$ cat src/rtl/rom_port_arbiter_if.sv
// Request/response bundle between the fetch/load front ends (master) and rom_port_arbiter (slave).
interface rom_port_arbiter_if #(
  parameter int unsigned ADDR_W = 32
);
  logic              if_req_valid;
  logic [ADDR_W-1:0] if_req_addr;
  logic              if_req_ready;
  logic              if_resp_valid;
  logic              ld_req_valid;
  logic [ADDR_W-1:0] ld_req_addr;
  logic              ld_req_ready;
  logic              ld_resp_valid;
  logic [31:0]       resp_data;
  logic              resp_err;

  modport master (
    output if_req_valid, if_req_addr, ld_req_valid, ld_req_addr,
    input  if_req_ready, if_resp_valid, ld_req_ready, ld_resp_valid, resp_data, resp_err
  );

  modport slave (
    input  if_req_valid, if_req_addr, ld_req_valid, ld_req_addr,
    output if_req_ready, if_resp_valid, ld_req_ready, ld_resp_valid, resp_data, resp_err
  );
endinterface

$ cat src/rtl/rom_port_arbiter.sv
// Round-robin arbiter sharing a byte-wide synchronous ROM between fetch and load, returning 32-bit LE words.
// Define ROM_ARB_PERF_EN to add saturating grant/conflict performance counters.
module rom_port_arbiter #(
  parameter int unsigned ROM_BYTES = 16384,
  parameter int unsigned ADDR_W    = 32
) (
  input  logic              clk,
  input  logic              rst_n,
  rom_port_arbiter_if.slave bus,
  output logic [ADDR_W-1:0] rom_addr,
  input  logic [7:0]        rom_rdata
`ifdef ROM_ARB_PERF_EN
  ,
  output logic [31:0]       perf_if_grants,
  output logic [31:0]       perf_ld_grants,
  output logic [31:0]       perf_conflict_cycles
`endif
);

  localparam int unsigned EXT_W = ADDR_W + 1;
  localparam logic [EXT_W-1:0] LAST_OK = EXT_W'(ROM_BYTES - 1);

  typedef enum logic [1:0] {S_IDLE, S_RD, S_WAIT, S_RESP} state_e;

  state_e            r_state;
  state_e            w_state_nxt;
  logic [1:0]        r_cnt;
  logic              r_owner_ld;
  logic              r_last_ld;
  logic [23:0]       r_asm;
  logic [31:0]       r_data;
  logic              r_err;
  logic              r_if_resp;
  logic              r_ld_resp;
  logic [ADDR_W-1:0] r_rom_addr;

  logic              w_pick_ld;
  logic              w_if_rdy;
  logic              w_ld_rdy;
  logic              w_accept;
  logic [ADDR_W-1:0] w_addr;
  logic              w_in_range;

  // Arbitration, range check and next state; readies are forced low while reset is asserted
  always_comb begin
    w_state_nxt = r_state;
    w_if_rdy    = 1'b0;
    w_ld_rdy    = 1'b0;
    w_pick_ld   = bus.ld_req_valid && (!bus.if_req_valid || !r_last_ld);
    w_addr      = w_pick_ld ? bus.ld_req_addr : bus.if_req_addr;
    w_in_range  = ({1'b0, w_addr} + EXT_W'(3)) <= LAST_OK;
    case (r_state)
      S_IDLE: begin
        w_if_rdy = rst_n && bus.if_req_valid && !w_pick_ld;
        w_ld_rdy = rst_n && w_pick_ld;
        if (w_if_rdy || w_ld_rdy) begin
          w_state_nxt = w_in_range ? S_RD : S_RESP;
        end
      end
      S_RD:    if (r_cnt == 2'd3) w_state_nxt = S_WAIT;
      S_WAIT:  w_state_nxt = S_RESP;
      S_RESP:  w_state_nxt = S_IDLE;
      default: w_state_nxt = S_IDLE;
    endcase
  end

  assign w_accept = w_if_rdy || w_ld_rdy;

  always_ff @(posedge clk or negedge rst_n) begin
    if (!rst_n) r_state <= S_IDLE;
    else        r_state <= w_state_nxt;
  end

  // Address sequencing, byte assembly and response pulses
  always_ff @(posedge clk or negedge rst_n) begin
    if (!rst_n) begin
      r_cnt      <= 2'd0;
      r_owner_ld <= 1'b0;
      r_last_ld  <= 1'b1;
      r_asm      <= 24'd0;
      r_data     <= 32'd0;
      r_err      <= 1'b0;
      r_if_resp  <= 1'b0;
      r_ld_resp  <= 1'b0;
      r_rom_addr <= '0;
    end else begin
      r_if_resp <= 1'b0;
      r_ld_resp <= 1'b0;
      r_err     <= 1'b0;
      case (r_state)
        S_IDLE: begin
          if (w_accept) begin
            r_owner_ld <= w_ld_rdy;
            r_last_ld  <= w_ld_rdy;
            r_cnt      <= 2'd0;
            if (w_in_range) begin
              r_rom_addr <= w_addr;
            end else begin
              r_data    <= 32'd0;
              r_err     <= 1'b1;
              r_if_resp <= w_if_rdy;
              r_ld_resp <= w_ld_rdy;
            end
          end
        end
        S_RD: begin
          // rom_rdata lags rom_addr by one cycle, so byte k arrives while r_cnt == k+1
          if (r_cnt != 2'd0) r_asm <= {rom_rdata, r_asm[23:8]};
          if (r_cnt != 2'd3) begin
            r_cnt      <= r_cnt + 2'd1;
            r_rom_addr <= r_rom_addr + ADDR_W'(1);
          end
        end
        S_WAIT: begin
          r_data    <= {rom_rdata, r_asm};
          r_if_resp <= !r_owner_ld;
          r_ld_resp <= r_owner_ld;
        end
        default: ;
      endcase
    end
  end

  assign bus.if_req_ready  = w_if_rdy;
  assign bus.ld_req_ready  = w_ld_rdy;
  assign bus.if_resp_valid = r_if_resp;
  assign bus.ld_resp_valid = r_ld_resp;
  assign bus.resp_data     = r_data;
  assign bus.resp_err      = r_err;
  assign rom_addr          = r_rom_addr;

`ifdef ROM_ARB_PERF_EN
  logic [31:0] r_perf_if;
  logic [31:0] r_perf_ld;
  logic [31:0] r_perf_conf;
  logic        w_conflict;

  assign w_conflict = (bus.if_req_valid && !w_if_rdy) || (bus.ld_req_valid && !w_ld_rdy);

  // Saturating counters
  always_ff @(posedge clk or negedge rst_n) begin
    if (!rst_n) begin
      r_perf_if   <= 32'd0;
      r_perf_ld   <= 32'd0;
      r_perf_conf <= 32'd0;
    end else begin
      if (w_if_rdy && (r_perf_if != 32'hFFFF_FFFF))     r_perf_if   <= r_perf_if + 32'd1;
      if (w_ld_rdy && (r_perf_ld != 32'hFFFF_FFFF))     r_perf_ld   <= r_perf_ld + 32'd1;
      if (w_conflict && (r_perf_conf != 32'hFFFF_FFFF)) r_perf_conf <= r_perf_conf + 32'd1;
    end
  end

  assign perf_if_grants       = r_perf_if;
  assign perf_ld_grants       = r_perf_ld;
  assign perf_conflict_cycles = r_perf_conf;
`endif

endmodule

$ cat src/flat_wrapper.sv
// flat-port wrapper written by rule: the top's interface ports become plain ports
module rom_port_arbiter_flat 
#(
  parameter int unsigned ROM_BYTES = 16384,
  parameter int unsigned ADDR_W    = 32
)
  (clk, rst_n, rom_addr, rom_rdata, bus_if_req_valid, bus_if_req_addr, bus_ld_req_valid, bus_ld_req_addr, bus_if_req_ready, bus_if_resp_valid, bus_ld_req_ready, bus_ld_resp_valid, bus_resp_data, bus_resp_err);
  rom_port_arbiter_if #(.ADDR_W(ADDR_W)) bus_i ();
  input  logic clk;
  input  logic rst_n;
  output logic [ADDR_W-1:0] rom_addr;
  input  logic [7:0] rom_rdata;
  input wire logic [$bits(bus_i.if_req_valid)-1:0] bus_if_req_valid;
  input wire logic [$bits(bus_i.if_req_addr)-1:0] bus_if_req_addr;
  input wire logic [$bits(bus_i.ld_req_valid)-1:0] bus_ld_req_valid;
  input wire logic [$bits(bus_i.ld_req_addr)-1:0] bus_ld_req_addr;
  output wire logic [$bits(bus_i.if_req_ready)-1:0] bus_if_req_ready;
  output wire logic [$bits(bus_i.if_resp_valid)-1:0] bus_if_resp_valid;
  output wire logic [$bits(bus_i.ld_req_ready)-1:0] bus_ld_req_ready;
  output wire logic [$bits(bus_i.ld_resp_valid)-1:0] bus_ld_resp_valid;
  output wire logic [$bits(bus_i.resp_data)-1:0] bus_resp_data;
  output wire logic [$bits(bus_i.resp_err)-1:0] bus_resp_err;
  assign bus_i.if_req_valid = bus_if_req_valid;
  assign bus_i.if_req_addr = bus_if_req_addr;
  assign bus_i.ld_req_valid = bus_ld_req_valid;
  assign bus_i.ld_req_addr = bus_ld_req_addr;
  assign bus_if_req_ready = bus_i.if_req_ready;
  assign bus_if_resp_valid = bus_i.if_resp_valid;
  assign bus_ld_req_ready = bus_i.ld_req_ready;
  assign bus_ld_resp_valid = bus_i.ld_resp_valid;
  assign bus_resp_data = bus_i.resp_data;
  assign bus_resp_err = bus_i.resp_err;
  rom_port_arbiter #(.ROM_BYTES(ROM_BYTES), .ADDR_W(ADDR_W)) u_core (.clk(clk), .rst_n(rst_n), .bus(bus_i), .rom_addr(rom_addr), .rom_rdata(rom_rdata));
endmodule
$ cat config.mk
export PLATFORM = sky130hd
export DESIGN_NAME = rom_port_arbiter_flat
export DESIGN_NICKNAME = d
export VERILOG_FILES = /design/src/rtl/rom_port_arbiter_if.sv /design/src/rtl/rom_port_arbiter.sv /design/src/flat_wrapper.sv
export SDC_FILE = /design/constraint.sdc
export NUM_CORES = 1
export LEC_CHECK = 0
export ABC_AREA = 0
export CAP_MARGIN = 30
export CORE_UTILIZATION = 52
export CTS_BUF_LIST = sky130_fd_sc_hd__clkbuf_4
export CTS_CLUSTER_SIZE = 10
export DETAILED_ROUTE_END_ITERATION = 8
export GPL_TIMING_DRIVEN = 1
export HOLD_SLACK_MARGIN = 0.05
export PLACE_DENSITY = 0.83
export SYNTH_ARGS = -nofsm -noshare
export SYNTH_HDL_FRONTEND = slang
export SYNTH_SLANG_ARGS = --single-unit
$ cat constraint.sdc
create_clock -name clk -period 4.4 [get_ports clk]
set_input_delay 0.66 -clock clk [delete_from_list [all_inputs] [get_ports clk]]
set_output_delay 0.66 -clock clk [all_outputs]
set_load 0.02 [all_outputs]
## Word-level counts from Yosys, hierarchy flattened

Cells that the tools add are included.

- Bits in registers: 97
- Latch bits: 0
- Bits in writable memories: 0
- Memories: 0
- ROM bits: 0
- Logic and storage cells: 72

- Muxes and demuxes: 26
- Magnitude comparators: 1
- Reductions and logical operators: 21
- Shift operators: 0
- Add/subtract/negate cells: 3
- Multiply operators: 0
- Equal/unequal tests: 11
- Div/mod/pow operators: 0
- Bitwise gates (word level): 0

Operators by type and width:

| kind | count |
|---|---|
| 32-bit two-way mux | 6 |
| 32-bit case mux with 2 select lines | 2 |
| 32-bit by 2-bit adder with 33-bit output, second input constant | 1 |
| 33-bit by 14-bit <= comparator with 1-bit output, second input constant | 1 |
| 32-bit by 1-bit adder with 32-bit output, second input constant | 1 |
| 2-bit two-way mux | 5 |
| 2-bit by 1-bit != test with 1-bit output, second input constant | 5 |
| 1-bit two-way mux | 9 |
| 2-bit case mux with 4 select lines | 1 |
| 2-bit equality test, second input constant | 3 |
| 2-bit AND reduction | 3 |
| 3-bit AND reduction | 2 |
| 2-bit nonzero test | 3 |
| 1-bit logical AND | 4 |
| 1-bit logical NOT | 4 |
| 2-bit != test, second input constant | 2 |
| 1-bit case mux with 2 select lines | 2 |
| 2-bit case mux with 2 select lines | 1 |
| 4-bit AND reduction | 1 |
| 1-bit logical OR | 3 |
| 2-bit by 1-bit adder with 2-bit output, second input constant | 1 |
| 2-bit by 1-bit equality test with 1-bit output, second input constant | 1 |
| 2-bit logical NOT | 1 |

## Longest topological paths before layout

- Depth in word-level cells: 9
- Mapped depth: 16
- Mapped depth without buffers: 11

## Worst setup path after synthesis

OpenSTA, ideal clock, no wires.

- Path kind: input port to flip-flop
- Start: input bus_ld_req_valid
- End: register u_core.r_data[0] (netlist: u_core.bus.resp_data[0])
- Required time: 4.279 ns
- Stages: 13
- Path slack: 0.681 ns
- Setup time: 0.121 ns
- Buffers on the path: 4
- Data arrival time: 3.598 ns
- Cell sequence: a21bo_1 -> buf_6 -> or3_1 -> buf_2 -> a222oi_1 -> o211ai_1 -> a32o_1 -> nor4_4 -> and2_1 -> buf_6 -> a311oi_4 -> buf_6 -> a22o_1

- Word-level cells in the longest chain between the ends: 7
- Elaborated cells between the ends (all ways): 13

Ends and longest elaborated chain:

| what | RTL line | source |
|---|---|---|
| start, declared | flat_wrapper.sv:15 | `input wire logic [$bits(bus_i.ld_req_valid)-1:0] bus_ld_req_valid;` |
| 1-bit logical AND (*) | rom_port_arbiter.sv:49 | `w_pick_ld = bus.ld_req_valid && (!bus.if_req_valid \|\| !r_last_ld);` |
| branches (longest 5 deep; another with 32-bit by 2-bit adder with 33-bit output) | - |  |
| 3-bit AND reduction (no source line) (*) | - |  |
| end signal, assigned | rom_port_arbiter.sv:115 | `r_data <= {rom_rdata, r_asm};` |
| end, declared | rom_port_arbiter.sv:31 | `logic [31:0] r_data;` |

Mark *: on every way between the ends.
A chain may end at the register's enable or synchronous reset.

## Final worst setup path

- Start: input bus_ld_req_valid
- End: register u_core.r_rom_addr[17] (netlist: u_core.rom_addr[17])

- Word-level cells in the longest chain between the ends: 7
- Elaborated cells between the ends (all ways): 16

Ends and longest elaborated chain:

| what | RTL line | source |
|---|---|---|
| 1-bit logical AND (*) | rom_port_arbiter.sv:49 |  |
| branches (longest 6 deep; another with 32-bit by 2-bit adder with 33-bit output) | - |  |
| end signal, assigned | rom_port_arbiter.sv:97 | `r_rom_addr <= w_addr;` |
| end signal, assigned | rom_port_arbiter.sv:111 | `r_rom_addr <= r_rom_addr + ADDR_W'(1);` |
| end, declared | rom_port_arbiter.sv:35 | `logic [ADDR_W-1:0] r_rom_addr;` |

Mark *: on every way between the ends. The select of a mux whose other input is x is not followed.

==> metrics.txt <==
outcome finished, final reports clean; PortBufs 144; largest net degree at the start of global routing approximately 70; sequential fraction of the synthesis area roughly two fifths; post-synth top area cell dfrtp_1; routed wire length 19150 microns; first-pass GRT wire length 29840 microns; Relative slew margins 30.27%; most used cell, CP o22ai_1; Pleak 0.003257 uW; most common cell in the netlist dfrtp_1; Mean Syn Cell Area 9.170 sq um; Setup TNS 0 ns; share of layout cells above drive strength 1 10.10%; maximum clock insertion buffer count 2; GPL Wtd Cong 1.007; Initial Util 53.17%; slowest cell delay on critical path 0.77 ns; TritonCTS Buffers 9; register area 0.002429 sq mm; # diodes 0; Post-route DRC 0; Final Cycle Share roughly nine tenths; FP Rows 39; Req. time, crit path 4.70 ns; NumNets Final 880; gr usage total 32.19%; die area 0.01211 sq mm; die height ~110 microns; initial drt markers between 500 and 600; DR pass1 iterations 5; Worst setup EP type register; clk sinks 97; max_cap viols 0; final cell count without fillers 945; final count of negative-setup-slack endpoints 0; Least-Margin Pin Slew 1.045 ns; syn nets 745; Synth cell types 59; number of cells after detailed placement around 930; Clock transition at path regs 0.18 ns; flops & latches, synth 97; detailed-placement wirelength estimate 14140 microns; die width 110.1 microns; Critical path buffers and inverters 2; Crit Path Class in -> reg; core area around 0.011 sq mm; area of the multi-input gates ~0.0034 sq mm; Top Family by Delay on Critical Path compound AO/OA/AOI/OAI gates; grt ovf 0; power per cell area approximately 620 mW/mm^2; crit-path cells clkdlybuf4s50_1 > a21bo_1 > or3_1 > a222oi_1 > buf_4 > a21oi_1 > o22ai_1 > nor4_4 > and2_1 > a21oi_2 > o22ai_1; Synth top area share 39.57%; top post-synthesis cells by count 96 x dfrtp_1, 77 x nand2_1, 37 x nand3_1; Hold Fails Final Rpt 0; CP Max Fanout 19; Post-synth ARST share 100.0%; Post-Syn Area 0.006071 sq mm; Clk Latency, worst-skew pair 0.47 ns; peak supply drop 501.4 uV; layout filler cell count 883; Area Overhead vs Synth 29.55%; clk root buf clkbuf_4; number of global-route vias before repair 5779; YS warnings 0; EDFF count, synth 0; initial antenna violation count 0; CP arrival 4.23 ns; Max stage delay cell, worst path a21oi_2; H-tree levels 3; min cycle time layout 3.934 ns; routed length per instance 20.27 microns; CTS tree built; Setup crit start kind input pin; Main synth FF type dfrtp_1; Slew Limit Fails 0; Vias 6252; Synth area leaders dfrtp_1 40%, mux2_2 5.8%, a22o_1 4.9%, nand2_1 4.8%, and3_1 3.2%; Final Skew approximately 0.034 ns; Synth Instances between 600 and 700; io pins 145; Vias/cell about 6.6; unrepaired setup endpoints after global routing false; Max Clk Rate 0.2542 GHz; Worst Hold Class reg -> reg; Routed Antenna Nets 0
## layout by cell type, fill, tap and decap left out, types with 5 or more instances in the layout
cell type / count
clkdlybuf4s50_1: 143
dfrtp_1: 96
nand2_1: 77
nand3_1: 37
a22o_1: 34
nor2_1: 33
a21oi_1: 32
and3_1: 31
mux2_2: 31
nor3_1: 22
nand4_1: 19
buf_4: 18
a22oi_1: 17
inv_1: 16
o21ai_0: 16
a31oi_1: 16
mux2i_1: 15
o22a_1: 14
o22ai_1: 11
clkbuf_4: 9
a2bb2oi_1: 8
o211ai_1: 6
ha_1: 6
and4_1: 5
xor2_1: 5
nor4b_1: 5
and2_1: 5
a41oi_1: 5
## layer usage
metal	global-route usage [%]	part of all wire, %
met5	0	0
met4	11.90	2.8
met3	4.468	7.5
met2	51.38	47
met1	44.52	42
## worst reg2reg max path, delay by kind of cell, from the launching register on
family	cells	cell delay, ns
multiplexers	1	0.28
buffers and inverters	1	0.23
AND/OR/NAND/NOR	3	0.41
AO/OA/AOI/OAI	6	1.71
flip-flops	1	0.62
adder cells (fa/ha/maj)	1	0.27
## worst paths after layout
kind / to / cells past startpoint / slack (ns) / from
worst max-delay path: u_core.rom_addr[17] / 11 / 0.47 / bus_ld_req_valid
worst min register to register: u_core.bus.if_resp_valid / 1 / 0.51 / u_core.r_owner_ld
worst max register to register: u_core.rom_addr[17] / 12 / 0.70 / u_core.r_last_ld
min in group asynchronous: u_core.bus.ld_resp_valid / 2 / 0.54 / rst_n
max in group asynchronous: u_core.rom_addr[20] / 4 / 2.93 / rst_n
worst min-delay path: u_core.bus.if_resp_valid / 1 / 0.51 / u_core.r_owner_ld
## where the power goes
part           internal [uW]  switching [uW]  total [uW]
registers               1300             367        1670
logic                   1270            1430        2700
clock network            131             339         469
total                   2700            2140        4840
## kinds of logic after synthesis
family / share of synthesized area [%]
AOI/OAI and AO/OA: 23.97
xor gates and xnor gates: 1.010
adders and majority gates: 1.443
buffers and inverters: 4.575
DFF: 40.00
muxes: 8.223
and+or+nand+nor: 20.77
## through the flow
stage	hold WS, ns	util (%)	worst slack (ns)	instance area (sq um)	power [uW]
2_1_floorplan	0.3644	-	0.6807	6071	3253
3_5_place_dp	0.4816	67.60	0.07581	7719	4359
6_report	0.5108	68.88	0.4656	7865	4840
4_1_cts	0.5161	68.88	0.5495	7865	4829
5_1_grt	0.5356	68.88	0.2787	7865	5126
3_3_place_gp	0.4672	67.23	0.1108	7676	4236
## flip-flops by register name, summed over array words and instances (netlist names)
| register | cells |
|---|---|
| u_core.r_owner_ld | 1 |
| u_core.bus.if_resp_valid | 1 |
| u_core.bus.resp_data | 32 |
| u_core.bus.resp_err | 1 |
| u_core.r_state | 2 |
| u_core.r_cnt | 2 |
| u_core.r_asm | 24 |
| u_core.bus.ld_resp_valid | 1 |
| u_core.r_last_ld | 1 |
| u_core.rom_addr | 32 |
## cell type report
class,count,share of cell area (%)
Clock buffer,9,0.8591
Timing Repair Buffer,167,21.35
Sequential cell,97,30.88
Inverter,16,0.7636
Multi-Input combinational cell,506,43.00
Tap cell,143,2.275
Clock inverter,7,0.8750
## repair_timing
item	CTS	global route
resized for setup	0	0
setup endpoints to repair	0	0
hold buffers	1	0
setup buffers	0	0
endpoints found under the hold margin	11	0
Note: power is estimated with default switching activity, not from simulation.
